==> src/rtl/pll_lock_supervisor.sv <==
`default_nettype none
// ============================================================================
// Module      : pll_lock_supervisor
// Description : Turns the PLL `locked` indication into a clean, registered
//               reset for logic running on the PLL output clock. `locked` is
//               synchronised and must stay high for a qualification interval
//               before reset is released. A loss of lock from RUN re-asserts
//               reset for a minimum hold time. It also sets a sticky flag and
//               bumps a saturating event counter.
// Ports       : clk          - PLL output clock (rising edge)
//               reset        - synchronous active-high reset
//               locked       - raw PLL lock, asynchronous to clk
//               clr          - one-cycle pulse, clears lost_count/lost_sticky
//               sys_rst      - registered downstream reset, active high
//               ready        - registered, high only in RUN (== ~sys_rst)
//               lost_sticky  - set on any loss of lock from RUN
//               lost_count   - saturating count of losses from RUN
//               state        - debug: WAIT_LOCK=0 STABILIZE=1 RUN=2 LOST=3
// Revision    : 1.0 - initial release
// ============================================================================
module pll_lock_supervisor #(
   parameter int SYNC_STAGES   = 2,
   parameter int STABLE_CYCLES = 1024,
   parameter int HOLD_CYCLES   = 16,
   parameter int CNT_W         = 8
) (
   input  logic             clk,
   input  logic             reset,
   input  logic             locked,
   input  logic             clr,
   output logic             sys_rst,
   output logic             ready,
   output logic             lost_sticky,
   output logic [CNT_W-1:0] lost_count,
   output logic [1:0]       state
);

   // One counter is shared by the qualification and hold phases, so it is
   // sized for the longer of the two.
   localparam int C_MAX = (STABLE_CYCLES > HOLD_CYCLES) ? STABLE_CYCLES : HOLD_CYCLES;
   localparam int C_CW  = (C_MAX > 1) ? $clog2(C_MAX) : 1;

   localparam logic [C_CW-1:0] C_STABLE_LAST = C_CW'(STABLE_CYCLES - 1);
   localparam logic [C_CW-1:0] C_HOLD_LAST   = C_CW'(HOLD_CYCLES - 1);

   localparam logic [1:0] S_WAIT_LOCK = 2'd0;
   localparam logic [1:0] S_STABILIZE = 2'd1;
   localparam logic [1:0] S_RUN       = 2'd2;
   localparam logic [1:0] S_LOST      = 2'd3;

   logic [SYNC_STAGES-1:0] sync_q;
   logic                   locked_s;
   logic [1:0]             state_q, state_d;
   logic [C_CW-1:0]        cnt_q, cnt_d;
   logic                   sys_rst_q, sys_rst_d;
   logic                   ready_q, ready_d;
   logic                   sticky_q, sticky_d;
   logic [CNT_W-1:0]       lcnt_q, lcnt_d;
   logic [CNT_W-1:0]       lcnt_base;
   logic                   lost_event;

   // Only the last synchroniser stage is ever consumed.
   assign locked_s   = sync_q[SYNC_STAGES-1];
   assign lost_event = (state_q == S_RUN) && !locked_s;

   // ------------------------------------------------------------------------
   // State register (plus synchroniser, counter and registered outputs)
   // ------------------------------------------------------------------------
   always_ff @(posedge clk) begin
      if (reset) begin
         sync_q    <= '0;
         state_q   <= S_WAIT_LOCK;
         cnt_q     <= '0;
         sys_rst_q <= 1'b1;
         ready_q   <= 1'b0;
         sticky_q  <= 1'b0;
         lcnt_q    <= '0;
      end else begin
         sync_q    <= {sync_q[SYNC_STAGES-2:0], locked};
         state_q   <= state_d;
         cnt_q     <= cnt_d;
         sys_rst_q <= sys_rst_d;
         ready_q   <= ready_d;
         sticky_q  <= sticky_d;
         lcnt_q    <= lcnt_d;
      end
   end

   // ------------------------------------------------------------------------
   // Next-state logic
   // ------------------------------------------------------------------------
   always_comb begin
      state_d = state_q;
      cnt_d   = cnt_q;
      case (state_q)
         S_WAIT_LOCK: begin
            cnt_d = '0;
            if (locked_s) begin
               state_d = S_STABILIZE;
            end
         end
         S_STABILIZE: begin
            if (!locked_s) begin
               // Glitch during qualification: start over, not a lock loss.
               state_d = S_WAIT_LOCK;
               cnt_d   = '0;
            end else if (cnt_q == C_STABLE_LAST) begin
               state_d = S_RUN;
               cnt_d   = '0;
            end else begin
               cnt_d = cnt_q + C_CW'(1);
            end
         end
         S_RUN: begin
            cnt_d = '0;
            if (!locked_s) begin
               state_d = S_LOST;
            end
         end
         default: begin
            // LOST: hold time runs out regardless of locked_s.
            if (cnt_q == C_HOLD_LAST) begin
               state_d = S_WAIT_LOCK;
               cnt_d   = '0;
            end else begin
               cnt_d = cnt_q + C_CW'(1);
            end
         end
      endcase
   end

   // ------------------------------------------------------------------------
   // Output logic (registered from the next state)
   // ------------------------------------------------------------------------
   always_comb begin
      sys_rst_d = (state_d != S_RUN);
      ready_d   = (state_d == S_RUN);

      // A clear is applied before a coincident loss event is counted.
      lcnt_base = clr ? '0 : lcnt_q;
      sticky_d  = clr ? 1'b0 : sticky_q;
      lcnt_d    = lcnt_base;
      if (lost_event) begin
         sticky_d = 1'b1;
         if (lcnt_base != {CNT_W{1'b1}}) begin
            lcnt_d = lcnt_base + CNT_W'(1);
         end
      end
   end

   assign sys_rst     = sys_rst_q;
   assign ready       = ready_q;
   assign lost_sticky = sticky_q;
   assign lost_count  = lcnt_q;
   assign state       = state_q;

endmodule
`default_nettype wire

==> config.mk <==
export PLATFORM = sky130hd
export DESIGN_NAME = pll_lock_supervisor
export DESIGN_NICKNAME = d
export VERILOG_FILES = /design/src/rtl/pll_lock_supervisor.sv
export SDC_FILE = /design/constraint.sdc
export NUM_CORES = 1
export LEC_CHECK = 0
export ABC_CLOCK_PERIOD_IN_PS = 4200
export CORE_AREA = 2 2 49 51
export CTS_BUF_LIST = sky130_fd_sc_hd__clkbuf_4
export DETAILED_ROUTE_END_ITERATION = 10
export DIE_AREA = 0 0 51 53
export PLACE_DENSITY_LB_ADDON = 0.08
export SETUP_SLACK_MARGIN = 0.3
export SLEW_MARGIN = 15
export SYNTH_ARGS = -nofsm -noshare
export SYNTH_HDL_FRONTEND = slang
export SYNTH_SLANG_ARGS = --single-unit
==> constraint.sdc <==
create_clock -name clk -period 4.2 [get_ports clk]
set_clock_uncertainty 0.2 [all_clocks]
set_input_delay 1.26 -clock clk [delete_from_list [all_inputs] [get_ports clk]]
set_output_delay 1.26 -clock clk [all_outputs]
set_load 0.005 [all_outputs]
==> results of run 1 <==
## stage by stage
step	hold WS (ns)	util
floorplan	0.214	-
global placement	0.226	0.624
detailed placement	0.252	0.624
CTS	0.272	0.638
global route	0.295	0.638
finish	0.267	0.638
## cell type report
type,instances,area share
Multi-Input combinational cell,94,0.459
Sequential cell,25,0.365
Timing Repair Buffer,17,0.122
Tap cell,28,0.0256
Clock buffer,4,0.0219
Inverter,2,0.00548
## cell usage after synthesis
cell | count | area [um^2]
and3b_1 | 2 | 17.5
o31ai_1 | 4 | 30.0
and2_1 | 2 | 12.5
nand3b_1 | 1 | 7.51
nor3b_2 | 1 | 12.5
nor2_1 | 17 | 63.8
nand4_1 | 4 | 25.0
o31a_1 | 1 | 8.76
clkbuf_1 | 1 | 3.75
a21oi_1 | 1 | 5.00
nand3_1 | 6 | 30.0
and4_1 | 3 | 26.3
nand2_1 | 6 | 22.5
o311ai_0 | 2 | 17.5
mux2i_1 | 2 | 20.0
nor3_1 | 3 | 15.0
ha_1 | 2 | 25.0
buf_2 | 2 | 10.0
xor2_1 | 9 | 78.8
o32ai_1 | 1 | 8.76
dfxtp_1 | 25 | 500
or4_1 | 3 | 22.5
nand2b_1 | 3 | 18.8
mux2_2 | 1 | 11.3
a211oi_1 | 2 | 15.0
a311o_1 | 1 | 10.0
o21ai_0 | 1 | 5.00
and4bb_2 | 1 | 12.5
or2b_1 | 1 | 7.51
nand2b_2 | 1 | 8.76
inv_1 | 2 | 7.51
and3_1 | 1 | 6.26
or3b_4 | 1 | 11.3
nor4_1 | 2 | 12.5
a2111oi_0 | 1 | 8.76
buf_6 | 1 | 11.3
xnor2_1 | 1 | 8.76
nor2b_1 | 7 | 43.8
## worst paths after layout
| path | cells past startpoint | to | slack [ns] | startpoint |
|---|---|---|---|---|
| max | 7 | lost_count[5] | 1.04 | clr |
| min | 1 | sync_q[1] | 0.27 | sync_q[0] |
| max reg2reg | 6 | lost_count[5] | 2.15 | lost_count[0] |
| min reg2reg | 1 | sync_q[1] | 0.27 | sync_q[0] |
## logic make-up (layout without fill, tap and decap cells)
family                   Yosys count  in the layout  synth area share
multiplexers                       3              3            0.0269
buffers and inverters              6             23            0.0280
AND/OR/NAND/NOR                   65             65             0.324
XOR/XNOR                          10             10            0.0754
flip-flops                        25             25             0.431
AO/OA/AOI/OAI                     14             14            0.0936
adder cells (fa/ha/maj)            2              2            0.0215
## flip-flops by register name, summed over array words and instances (netlist names)
signal       cells
lost_count       8
sync_q           2
cnt_q           10
ready            1
lost_sticky      1
state            2
sys_rst          1
## per-layer routing
| layer | routed length, um | share of wire |
|---|---|---|
| met3 | 66 | 0.030 |
| met1 | 949 | 0.43 |
| met4 | 36 | 0.016 |
| met2 | 1160 | 0.52 |
| met5 | 0 | 0 |
## report_power, final
| group | total (uW) | leakage (uW) | switching [uW] | internal (uW) |
|---|---|---|---|---|
| combinational | 10.3 | 0.000250 | 4.86 | 5.40 |
| clock | 111 | 0.0000184 | 67.8 | 43.6 |
| sequential | 240 | 0.000202 | 1.64 | 238 |
| total | 362 | 0.000470 | 74.3 | 287 |
==> impl_metrics.sql, run 1 <==
INSERT INTO impl_metrics (metric_group, metric, value, unit) VALUES
('routing', 'drt-wirelength-per-cell', '13.0', 'um'),
('cts', 'cts_max_level', '1', ''),
('power_and_ir_drop', 'power.static_leakage', '0.000470', 'uW'),
('layout', 'num-fill-cells', '198', ''),
('setup_path', 'max_fanout_on_critical_path', '9', ''),
('placement', 'pre_cts_slack', '0.716', 'ns'),
('cts', 'cts_tree', 'built', ''),
('timing', 'max_clock_freq', '317', 'MHz'),
('layout', 'flow.area_growth_from_synthesis', '17.9', '%'),
('timing', 'post-route-worst-setup-slack', '1.04', 'ns'),
('layout', 'final-instance-count-excl-fill', '170', ''),
('floorplanning', 'boundaryPins', '17', ''),
('floorplanning', 'fp.dieArea', '0.00270', 'mm^2'),
('routing', 'postRouteAntennaNets', '0', ''),
('placement', 'placement.cell_area', '0.00134', 'mm^2'),
('setup_path', 'worst_setup_path_end_kind', 'flop', ''),
('routing', 'detail_route.drc_violations', '0', ''),
('global_route', 'antenna_found_initial', '0', ''),
('routing', 'viasPerCell', '5.57', ''),
('placement', 'numPlacedInstances', '166', ''),
('power_and_ir_drop', 'power.ir.vdd_worst', '0.174', 'mV'),
('timing', 'rsz0062_at_grt', 'no', ''),
('yosys', 'post_synth_num_cell_types', '38', ''),
('layout', 'layout_common_cells', 'dfxtp_1, nor2_1, clkdlybuf4s50_1', ''),
('routing', 'drt_iter0_markers', '14', ''),
('yosys', 'postSynthCellCount', '125', ''),
('status', 'run_status', 'finished clean', ''),
('timing', 'timing.final.max_slew_violations', '0', ''),
('global_route', 'grt_pass1_wl', '3790', 'um'),
('yosys', 'sequential_fraction_of_the_synthesis_area', '0.431', ''),
('yosys', 'yosysWarningCount', '0', ''),
('layout', 'mostFrequentLayoutCell', 'dfxtp_1', ''),
('cts', 'clkLatencyLatePin', '0.31', 'ns'),
('setup_path', 'worst_setup_path_start_kind', 'primary input', ''),
('timing', 'final-hold-violation-count', '0', ''),
('floorplanning', 'floorplan_core_area', '0.00215', 'mm^2'),
('setup_path', 'critPathMostFrequentCell', 'o31ai_1', ''),
('floorplanning', 'die_ht', '53', 'um'),
('floorplanning', 'die_width', '51', 'um'),
('timing', 'fin_crit_sh', '0.751', ''),
('global_route', 'globalRouteMet2Util', '0.353', ''),
('cts', 'cts.repair.resized', '0', ''),
('timing', 'setup_viol', '0', ''),
('floorplanning', 'cell_rows', '17', ''),
('cts', 'cts_post_setup_buffers_inserted', '0', ''),
('cts', 'worst_setup_hold_path_clk_slew', '0.13', 'ns'),
('placement', 'globalplace.congestion', '0.883', ''),
('power_and_ir_drop', 'power_density', '264', 'mW/mm^2'),
('layout', 'register_area', '500', 'um^2'),
('timing', 'min_period', '3.16', 'ns'),
('floorplanning', 'initial_util', '0.541', ''),
('global_route', 'first_global_vias', '915', ''),
('timing', 'relSlewSlack', '0.614', ''),
('placement', 'dp_hpwl', '1620', 'um'),
('timing', 'worstMarginPinSlew', '0.574', 'ns'),
('routing', 'dr.pass1.iters', '4', ''),
('global_route', 'grt_overflow_total', '0', ''),
('layout', 'final_cell_area', '0.00137', 'mm^2'),
('yosys', 'synth_nets', '131', ''),
('layout', 'antenna-diode-count', '0', ''),
('placement', 'place.port_buffers', '16', ''),
('setup_path', 'timing.critical_path.arrival', '3.20', 'ns'),
('setup_path', 'timing.critical_path.required', '4.24', 'ns'),
('setup_path', 'critical_path.max_stage_delay', '0.56', 'ns'),
('yosys', 'post_synth_design_cell_area', '0.00116', 'mm^2'),
('layout', 'layout.nets', '149', ''),
('cts', 'cts_num_sinks', '25', ''),
('min_path', 'hold_path_class', 'reg2reg', ''),
('setup_path', 'worst_path_dominant_cell_family', 'compound AO/OA/AOI/OAI gates', ''),
('global_route', 'gr-max-usage-layer', 'met2', ''),
('timing', 'timing.setup.tns', '0', 'ns');
Power figures use the tool's default switching activity.
==> run 2: changes to the inputs <==
Settings changed: ABC_CLOCK_PERIOD_IN_PS 4200 to 3000.
Clock period 4.2 ns to 3 ns, I/O delays scaled along.
==> run 2 against run 1 <==
Effect of this change:
- sequential share of layout area fell by 0.26 points
- worst setup slack got worse by 0.64 ns
- final area rose by 0.73%
- non-clock buffer count rose by 1
- count of clock-buffer cells in the layout fell by 1
- first-iteration DRC count rose by 79%
- global-route usage rose by 0.45 points
- via count rose by 0.21%
- critical path depth did not move
- critical path type unchanged
==> impl_metrics.sql, run 2 (synthesis results as in run 1) <==
INSERT INTO impl_metrics (metric_group, metric, value, unit) VALUES
('status', 'run_status', 'finished clean', ''),
('layout', 'antenna-diode-count', '0', ''),
('routing', 'detail_route.drc_violations', '0', ''),
('floorplanning', 'die_width', '51', 'um'),
('routing', 'viasPerCell', '5.55', ''),
('routing', 'postRouteWirelength', '2250', 'um'),
('setup_path', 'worst_setup_path_start_kind', 'primary input', ''),
('setup_path', 'timing.setup.critical_path_class', 'in2reg', ''),
('cts', 'cts_tree', 'built', ''),
('placement', 'place.port_buffers', '16', ''),
('layout', 'top_register', 'cnt_q', ''),
('power_and_ir_drop', 'power_density', '364', 'mW/mm^2'),
('setup_path', 'worst_setup_path_end_kind', 'flop', ''),
('setup_path', 'timing.critical_path.required', '3.05', 'ns'),
('layout', 'num-fill-cells', '194', ''),
('cts', 'cts_root_buf', 'clkbuf_4', ''),
('layout', 'flow.area_growth_from_synthesis', '18.7', '%'),
('setup_path', 'reg2reg_from', 'cnt_q[4]', ''),
('setup_path', 'max_fanout_on_critical_path', '5', ''),
('floorplanning', 'initial_util', '0.541', ''),
('layout', 'layout-drive-gt1-share', '0.0839', ''),
('routing', 'dr.pass1.iters', '4', ''),
('setup_path', 'worstSetupEndpoint', 'lost_count[5]', ''),
('setup_path', 'timing.critical_path.arrival', '2.64', 'ns'),
('cts', 'clkLatencyLatePin', '0.32', 'ns'),
('global_route', 'grt_overflow_total', '0', ''),
('cts', 'numCtsBuffers', '3', ''),
('cts', 'max-clock-path-buffers', '2', ''),
('layout', 'layout_common_cells', 'dfxtp_1, nor2_1, clkdlybuf4s50_1', ''),
('global_route', 'maximum_number_of_pins_on_one_net_before_global_route_repair', '17', ''),
('cts', 'cts_num_sinks', '25', ''),
('routing', 'total_number_of_vias', '949', ''),
('global_route', 'antenna_found_initial', '0', ''),
('min_path', 'hold_path_class', 'reg2reg', ''),
('routing', 'drt_iter0_markers', '25', ''),
('global_route', 'first_global_vias', '810', ''),
('power_and_ir_drop', 'power.static_leakage', '0.000475', 'uW'),
('cts', 'worst_setup_hold_path_clk_slew', '0.14', 'ns'),
('layout', 'final-instance-count-excl-fill', '171', ''),
('cts', 'cts_max_level', '1', ''),
('timing', 'rsz0062_at_grt', 'no', ''),
('global_route', 'grt_util_overall', '0.191', ''),
('layout', 'layout.nets', '150', ''),
('floorplanning', 'cell_rows', '17', ''),
('setup_path', 'critPathLaunch', 'clr', ''),
('floorplanning', 'die_ht', '53', 'um'),
('floorplanning', 'fp.dieArea', '0.00270', 'mm^2'),
('layout', 'largest_register_ffs', '10', ''),
('run', 'timing.max_cap.violations', '0', ''),
('timing', 'relSlewSlack', '0.722', ''),
('cts', 'cts_post_setup_buffers_inserted', '0', ''),
('layout', 'mostFrequentLayoutCell', 'dfxtp_1', ''),
('timing', 'setup_viol', '0', ''),
('timing', 'worstMarginPinSlew', '0.413', 'ns'),
('timing', 'timing.final.max_slew_violations', '0', ''),
('timing', 'fin_crit_sh', '0.864', ''),
('setup_path', 'reg2regPathDepth', '4', ''),
('floorplanning', 'boundaryPins', '17', ''),
('setup_path', 'reg2reg_slack', '0.97', 'ns'),
('placement', 'globalplace.congestion', '0.820', ''),
('floorplanning', 'floorplan_core_area', '0.00215', 'mm^2'),
('placement', 'numPlacedInstances', '167', ''),
('routing', 'drt-wirelength-per-cell', '13.2', 'um'),
('routing', 'postRouteAntennaNets', '0', ''),
('timing', 'timing.setup.tns', '0', 'ns'),
('timing', 'min_period', '2.59', 'ns'),
('power_and_ir_drop', 'power.ir.vdd_worst', '0.232', 'mV'),
('setup_path', 'worst_r2r_endpoint', 'cnt_q[6]', ''),
('timing', 'final-hold-violation-count', '0', ''),
('global_route', 'grt_pass1_wl', '3820', 'um'),
('timing', 'max_clock_freq', '386', 'MHz'),
('placement', 'dp_hpwl', '1620', 'um');
-- run 2: cell count changes in the layout (fill, tap and decap cells not counted), sizes merged --
cell	delta
buf	+1
clkbuf	-1
clkinv	+1
-- run 2: layout make-up --
| type | count | area (um^2) | area share |
|---|---|---|---|
| clock inverters | 1 | 5.00 | 0.00363 |
| inverters | 2 | 7.51 | 0.00544 |
| repair buffers | 18 | 175 | 0.127 |
| well taps | 28 | 35.0 | 0.0254 |
| multi-input cells | 94 | 634 | 0.460 |
| clock buffers | 3 | 22.5 | 0.0163 |
| flip-flops and latches | 25 | 500 | 0.363 |
-- run 2: worst min path at each step --
stage                      startpoint          end  slack [ns]  depth (start not counted)
after global placement      sync_q[0]    sync_q[1]        0.23                          1
after global routing        sync_q[0]    sync_q[1]        0.28                          1
after CTS                 lost_sticky  lost_sticky        0.28                          2
final                     lost_sticky  lost_sticky        0.28                          2
after detailed placement     cnt_q[0]     cnt_q[0]        0.26                          1
after floorplan             sync_q[0]    sync_q[1]        0.21                          1
-- run 2: through the flow --
step                cell area (um^2)  hold slack (ns)  setup WS [ns]   util  total power, uW
global route                    1380            0.281          0.331  0.642              521
global placement                1350            0.229          0.119  0.627              358
floorplan                       1160            0.214          0.542      -              350
detailed placement              1350            0.257         0.0220  0.627              359
CTS                             1380            0.283          0.353  0.640              509
finish                          1380            0.279          0.407  0.642              502
-- run 2: report_power, final --
part / switching [uW] / internal, uW / leakage, uW
clock network: 100 / 49.9 / 0.0000177
logic: 7.17 / 8.41 / 0.000255
registers: 2.48 / 334 / 0.000202
-- run 2: repair_timing --
item	CTS	global route
resized for setup	0	1
hold buffers	0	0
setup endpoints to repair	0	3
-- run 2: per-layer routing --
| metal | part of all wire | track usage | vias up |
|---|---|---|---|
| met5 | 0 | 0 | - |
| met4 | 0.0053 | 0.0811 | 0 |
| met3 | 0.031 | 0.0339 | 2 |
| met2 | 0.48 | 0.329 | 22 |
| met1 | 0.48 | 0.233 | 438 |
| li1 | - | - | 487 |
-- run 2: critical path, cell delays in order --
cell,delay (ns)
clkdlybuf4s50_1,0.54
nor2b_1,0.09
ha_1,0.22
nand2_1,0.10
o31ai_2,0.10
or4_1,0.48
a211oi_1,0.22
